$ cat config.mk
export PLATFORM = sky130hd
export DESIGN_NAME = conv_decimator
export DESIGN_NICKNAME = d
export VERILOG_FILES = /design/src/rtl/conv_pkg.sv /design/src/rtl/conv_decim_outreg.sv /design/src/rtl/conv_decimator.sv
export SDC_FILE = /design/constraint.sdc
export NUM_CORES = 1
export LEC_CHECK = 0
export BUFFER_PORTS_ARGS = -buffer_cell sky130_fd_sc_hd__buf_2
export CORE_UTILIZATION = 40
export DETAILED_ROUTE_END_ITERATION = 6
export GPL_TIMING_DRIVEN = 0
export RECOVER_POWER = 50
export SLEW_MARGIN = 10
export SYNTH_ARGS = -nofsm -noshare
export SYNTH_HDL_FRONTEND = slang
export SYNTH_SLANG_ARGS = --single-unit
$ cat constraint.sdc
create_clock -name clk -period 5.7 [get_ports clk]
set_input_delay 0.57 -clock clk [delete_from_list [all_inputs] [get_ports clk]]
set_output_delay 0.57 -clock clk [all_outputs]
set_load 0.05 [all_outputs]
$ cat src/rtl/conv_pkg.sv
// Shared constants for the conv_decimator slice: default widths and
// the two-state accumulator FSM encoding.
package conv_pkg;

  localparam int DATA_WIDTH_DEF = 16;
  localparam int MAX_LOG2_DEF   = 4;
  localparam int ACC_WIDTH_DEF  = DATA_WIDTH_DEF + MAX_LOG2_DEF;

  localparam logic [0:0] IDLE = 1'b0;
  localparam logic [0:0] ACC  = 1'b1;

endpackage

$ cat src/rtl/conv_decim_outreg.sv
// One-entry valid/ready holding register with a sticky overflow flag.
// Ports: load_i/data_i (new result), ready_i (sink), clr_ovf_i,
//        valid_o/data_o (held result), overflow_o (result dropped).
module conv_decim_outreg #(
  parameter int DATA_WIDTH = 16
) (
  input  logic                  clk,
  input  logic                  rst,
  input  logic                  load_i,
  input  logic [DATA_WIDTH-1:0] data_i,
  input  logic                  ready_i,
  input  logic                  clr_ovf_i,
  output logic                  valid_o,
  output logic [DATA_WIDTH-1:0] data_o,
  output logic                  overflow_o
);

  logic                  valid_q, valid_d;
  logic [DATA_WIDTH-1:0] data_q, data_d;
  logic                  ovf_q, ovf_d;
  logic                  accept;

  // The slot can take a new result if empty or being drained now.
  assign accept = ~valid_q | ready_i;

  always_comb begin
    valid_d = valid_q;
    data_d  = data_q;
    ovf_d   = ovf_q;
    if (clr_ovf_i) ovf_d = 1'b0;
    if (load_i && accept) begin
      valid_d = 1'b1;
      data_d  = data_i;
    end else if (load_i) begin
      ovf_d = 1'b1;
    end else if (valid_q && ready_i) begin
      valid_d = 1'b0;
    end
  end

  always_ff @(posedge clk) begin
    if (rst) begin
      valid_q <= 1'b0;
      data_q  <= '0;
      ovf_q   <= 1'b0;
    end else begin
      valid_q <= valid_d;
      data_q  <= data_d;
      ovf_q   <= ovf_d;
    end
  end

  assign valid_o    = valid_q;
  assign data_o     = data_q;
  assign overflow_o = ovf_q;

endmodule

$ cat src/rtl/conv_decimator.sv
// Integrate-and-dump decimator: averages blocks of 2^k samples.
// Ports: valid_in/y_in (stream), decim_log2 (k), flush, clr_ovf,
//        valid_out/ready_out/d_out (result), overflow, busy.
// Macro CONV_DECIM_ROUND_EN selects round-half-up over truncation.
module conv_decimator
  import conv_pkg::*;
#(
  parameter int DATA_WIDTH = DATA_WIDTH_DEF,
  parameter int MAX_LOG2   = MAX_LOG2_DEF
) (
  input  logic                  clk,
  input  logic                  rst,
  input  logic                  valid_in,
  input  logic [DATA_WIDTH-1:0] y_in,
  input  logic [2:0]            decim_log2,
  input  logic                  flush,
  input  logic                  clr_ovf,
  output logic                  valid_out,
  input  logic                  ready_out,
  output logic [DATA_WIDTH-1:0] d_out,
  output logic                  overflow,
  output logic                  busy
);

  localparam int AW = DATA_WIDTH + MAX_LOG2;
  localparam int CW = MAX_LOG2 + 1;

  logic [0:0]            state_q, state_d;
  logic [AW-1:0]         acc_q, acc_d;
  logic [AW-1:0]         sext, sum;
  logic [CW-1:0]         cnt_q, cnt_d, cnt_n, blk;
  logic [2:0]            k_q, k_d, kin, kcur;
  logic                  done;
  logic [DATA_WIDTH-1:0] res;

  assign sext  = {{MAX_LOG2{y_in[DATA_WIDTH-1]}}, y_in};
  assign kin   = (decim_log2 > 3'(MAX_LOG2)) ? 3'(MAX_LOG2)
                                             : decim_log2;
  assign blk   = CW'(1) << k_q;
  assign cnt_n = cnt_q + CW'(1);

  always_comb begin
    state_d = state_q;
    acc_d   = acc_q;
    cnt_d   = cnt_q;
    k_d     = k_q;
    kcur    = k_q;
    sum     = acc_q + sext;
    done    = 1'b0;
    if (flush) begin
      state_d = IDLE;
      acc_d   = '0;
      cnt_d   = '0;
    end else if (valid_in) begin
      unique case (state_q)
        IDLE: begin
          k_d  = kin;
          kcur = kin;
          sum  = sext;
          if (kin == 3'd0) begin
            done = 1'b1;
          end else begin
            state_d = ACC;
            acc_d   = sext;
            cnt_d   = CW'(1);
          end
        end
        default: begin
          if (cnt_n == blk) begin
            done    = 1'b1;
            state_d = IDLE;
            acc_d   = '0;
            cnt_d   = '0;
          end else begin
            acc_d = sum;
            cnt_d = cnt_n;
          end
        end
      endcase
    end
  end

`ifdef CONV_DECIM_ROUND_EN
  logic [AW:0] bias, rsum;
  always_comb begin
    bias = '0;
    if (kcur != 3'd0) bias = (AW+1)'(1) << (kcur - 3'd1);
    // One guard bit keeps the rounding add from wrapping.
    rsum = {sum[AW-1], sum} + bias;
    res  = DATA_WIDTH'($signed(rsum) >>> kcur);
  end
`else
  always_comb begin
    res = DATA_WIDTH'($signed(sum) >>> kcur);
  end
`endif

  always_ff @(posedge clk) begin
    if (rst) begin
      state_q <= IDLE;
      acc_q   <= '0;
      cnt_q   <= '0;
      k_q     <= '0;
    end else begin
      state_q <= state_d;
      acc_q   <= acc_d;
      cnt_q   <= cnt_d;
      k_q     <= k_d;
    end
  end

  assign busy = (state_q == ACC);

  conv_decim_outreg #(
    .DATA_WIDTH(DATA_WIDTH)
  ) u_outreg (
    .clk       (clk),
    .rst       (rst),
    .load_i    (done),
    .data_i    (res),
    .ready_i   (ready_out),
    .clr_ovf_i (clr_ovf),
    .valid_o   (valid_out),
    .data_o    (d_out),
    .overflow_o(overflow)
  );

endmodule

==> flow_metrics.py <==
metrics = {
    "run_status": {
        "outcome": "finished, final reports clean",
    },
    "timing": {
        "period_share_pct": 62.0,
        "slew_headroom_pct": 3.56,
        "worstMarginPinSlew_ps": 1440,
        "setup_ws_ps": 2160,
        "finClkSkew_ps": 9.48,
        "finalSetupViolCount": 0,
        "hold_viol": 0,
        "rsz0062_at_grt": "false",
        "max_freq_ghz": 0.283,
        "setup-tns-final_ps": 0,
        "layout_min_cycle_time_ps": 3540,
        "slew_viol_final": 0,
    },
    "placed_design": {
        "routabilityCongestion": 0.917,
        "place_ws_ps": 2090,
        "post-dp-hpwl_um": 10300,
        "io_buffer_count": 42,
    },
    "layout": {
        "area_growth_pct": 11.0,
        "nets": 652,
        "antenna_cells": 0,
        "final_util_pct": 46.5,
        "drive_gt1_share_pct": 9.72,
    },
    "clock_network": {
        "cts_root_buffer": "clkbuf_8",
        "cts_repair_resize_count": 0,
        "cts_tree": "built",
        "post_cts_buffers": 0,
        "numCtsBuffers": 5,
        "path_clk_slew_ps": 100,
        "cts_buffer_depth": 2,
        "clock_latency_ps": 320,
        "clock_sinks": 47,
        "cts_hold_buffers": 0,
        "cts-htree-levels": 2,
    },
    "floorplanning": {
        "ios": 44,
        "start_util_pct": 41.8,
        "std_cell_rows": 36,
        "core_area_mm2": 0.00991,
        "die_height_um": 104,
        "dieArea_mm2": 0.0108,
        "die_w_um": 104,
    },
    "logic_synthesis": {
        "yosys-top-cells-count": "56 x nand2_1, 54 x nor2_1, 50 x a21oi_1",
        "ys_seq_area_share_pct": 22.7,
        "ys_ff_latch": 47,
        "syn_area_mm2": 0.00415,
        "synth.most_common_cell": "nand2_1",
        "synth_edf_count": 0,
        "async_flop_share_pct": 0,
        "syn_area_per_cell_um2": 7.44,
        "yosys.area.top_type": "dfxtp_1",
        "yosys.cell_types.count": 77,
        "ys.warnings.count": 0,
        "synth_nets": 603,
        "netlist_instances": 557,
        "synth_ff_type": "dfxtp_1",
        "synthDominantCellAreaShare_pct": 22.7,
        "synth_area_leaders": "dfxtp_1 23%, a21oi_1 6.0%, ha_1 6.0%",
    },
    "critical_path": {
        "critPathLaunchType": "primary input",
        "cp_max_fo": 10,
        "slowest_stage": "nor3b_1",
        "arrival_ps": 3740,
        "critPathMaxStageDelay_ps": 1160,
        "worstSetupEndpointType": "flip-flop",
        "r2r_slack_ps": 2180,
        "cp.required_ps": 5900,
        "path_cells": "buf_2, nor3b_1, clkbuf_1, clkbuf_1, nand2_1, nand2_1, o21ai_0, o22ai_1, o22ai_1",
        "critPathKind": "in -> reg",
    },
    "route": {
        "first_pass_iters": 5,
        "drt_iter0_drc": 345,
        "drcViolationCount": 0,
        "wire_per_inst_um": 17.8,
        "via_per_inst": 6.06,
        "ant_nets": 0,
        "wl_um": 13200,
        "num_vias": 4481,
    },
    "global_routing": {
        "grt_max_degree": 17,
        "grt_pass1_vias": 4228,
        "antenna_found_initial": 0,
        "grt.total_usage_pct": 24.7,
        "grt_pass1_wl_um": 21600,
        "gr-total-overflow": 0,
    },
    "pwr": {
        "p_leak_nw": 1.92,
        "p_per_area_mw_per_mm2": 206,
        "ir_drop_mv": 0.114,
    },
    "worst_hold_path": {
        "hold_class": "reg -> reg",
    },
    "run": {
        "drv_cap": 0,
    },
}
==> final cells by class <==
class	count	area (um^2)
Sequential cell	47	941
Inverter	15	56.3
Timing Repair Buffer	42	185
Multi-Input combinational cell	460	2990
Buffer	35	153
Fill cell	1056	5310
Clock buffer	5	68.8
Tap cell	133	166
Clock inverter	3	47.5
==> metrics by stage <==
step	cells	instance area, um^2	hold slack (ps)	total power (W)
4_1_cts	740	4640	458	0.000949
6_report	740	4600	458	0.000948
2_1_floorplan	557	4150	449	0.000589
3_5_place_dp	732	4520	442	0.000678
3_3_place_gp	732	4520	438	0.000673
5_1_grt	740	4600	486	0.000993
==> per-layer routing <==
metal  up-vias  GRT usage (%)  share of wire, %
met5         -              0                 0
met1      2153           32.7                45
met3        18           2.58               4.9
li1       2192              -                 -
met4         0           5.41               1.4
met2       118           42.9                48
==> cells in the final DEF (no fill, tap or decap), types with 6 or more instances in the layout <==
cell type  instances
nand2b_1           9
nand2_1           56
a22oi_1            6
a21o_1            12
mux2i_1           12
buf_2             33
nor3_1            20
xor2_1             6
a221oi_1          11
nor2_1            54
a21oi_1           50
a211oi_1          13
inv_1             14
o21ai_0           31
and3_1            12
xnor2_1            9
and2_1             9
dfxtp_1           47
ha_1              20
nand3_1           17
nand3b_1           6
o211ai_1           9
clkbuf_1          42
==> power by group <==
part / switching (W) / leakage (nW) / internal, W
registers: 0.00000768 / 0.382 / 0.000340
clock network: 0.000141 / 0.0587 / 0.000134
logic: 0.000211 / 1.48 / 0.000116
==> critical path: cells and delay by family <==
| family | cells | cell delay [ps] |
|---|---|---|
| compound gates | 3 | 530 |
| buf+inv | 3 | 1040 |
| simple gates | 3 | 1580 |
==> state kept, by name, indices dropped and copies added, names as in the netlist <==
signal and flops:
acc_q 20, busy 1, cnt_q 5, k_q 3
u_outreg.data_o 16, u_outreg.overflow_o 1, u_outreg.valid_o 1
==> final timing paths <==
kind                                          from                  to  cells past startpoint
worst min register to register  u_outreg.data_o[5]  u_outreg.data_o[5]                      2
worst min-delay path            u_outreg.data_o[5]  u_outreg.data_o[5]                      2
worst max register to register                busy  u_outreg.data_o[1]                      8
worst max-delay path                      valid_in  u_outreg.data_o[1]                      9
==> logic make-up after synthesis <==
logic type | after synthesis | synth area share (%)
flip-flops | 47 | 22.7
buffers and inverters | 50 | 5.04
multiplexers | 17 | 4.59
AND/OR/NAND/NOR | 210 | 25.0
adder cells (fa/ha/maj) | 21 | 6.52
XOR/XNOR | 15 | 3.17
AO/OA/AOI/OAI | 197 | 33.0
Power figures use the tool's default switching activity.
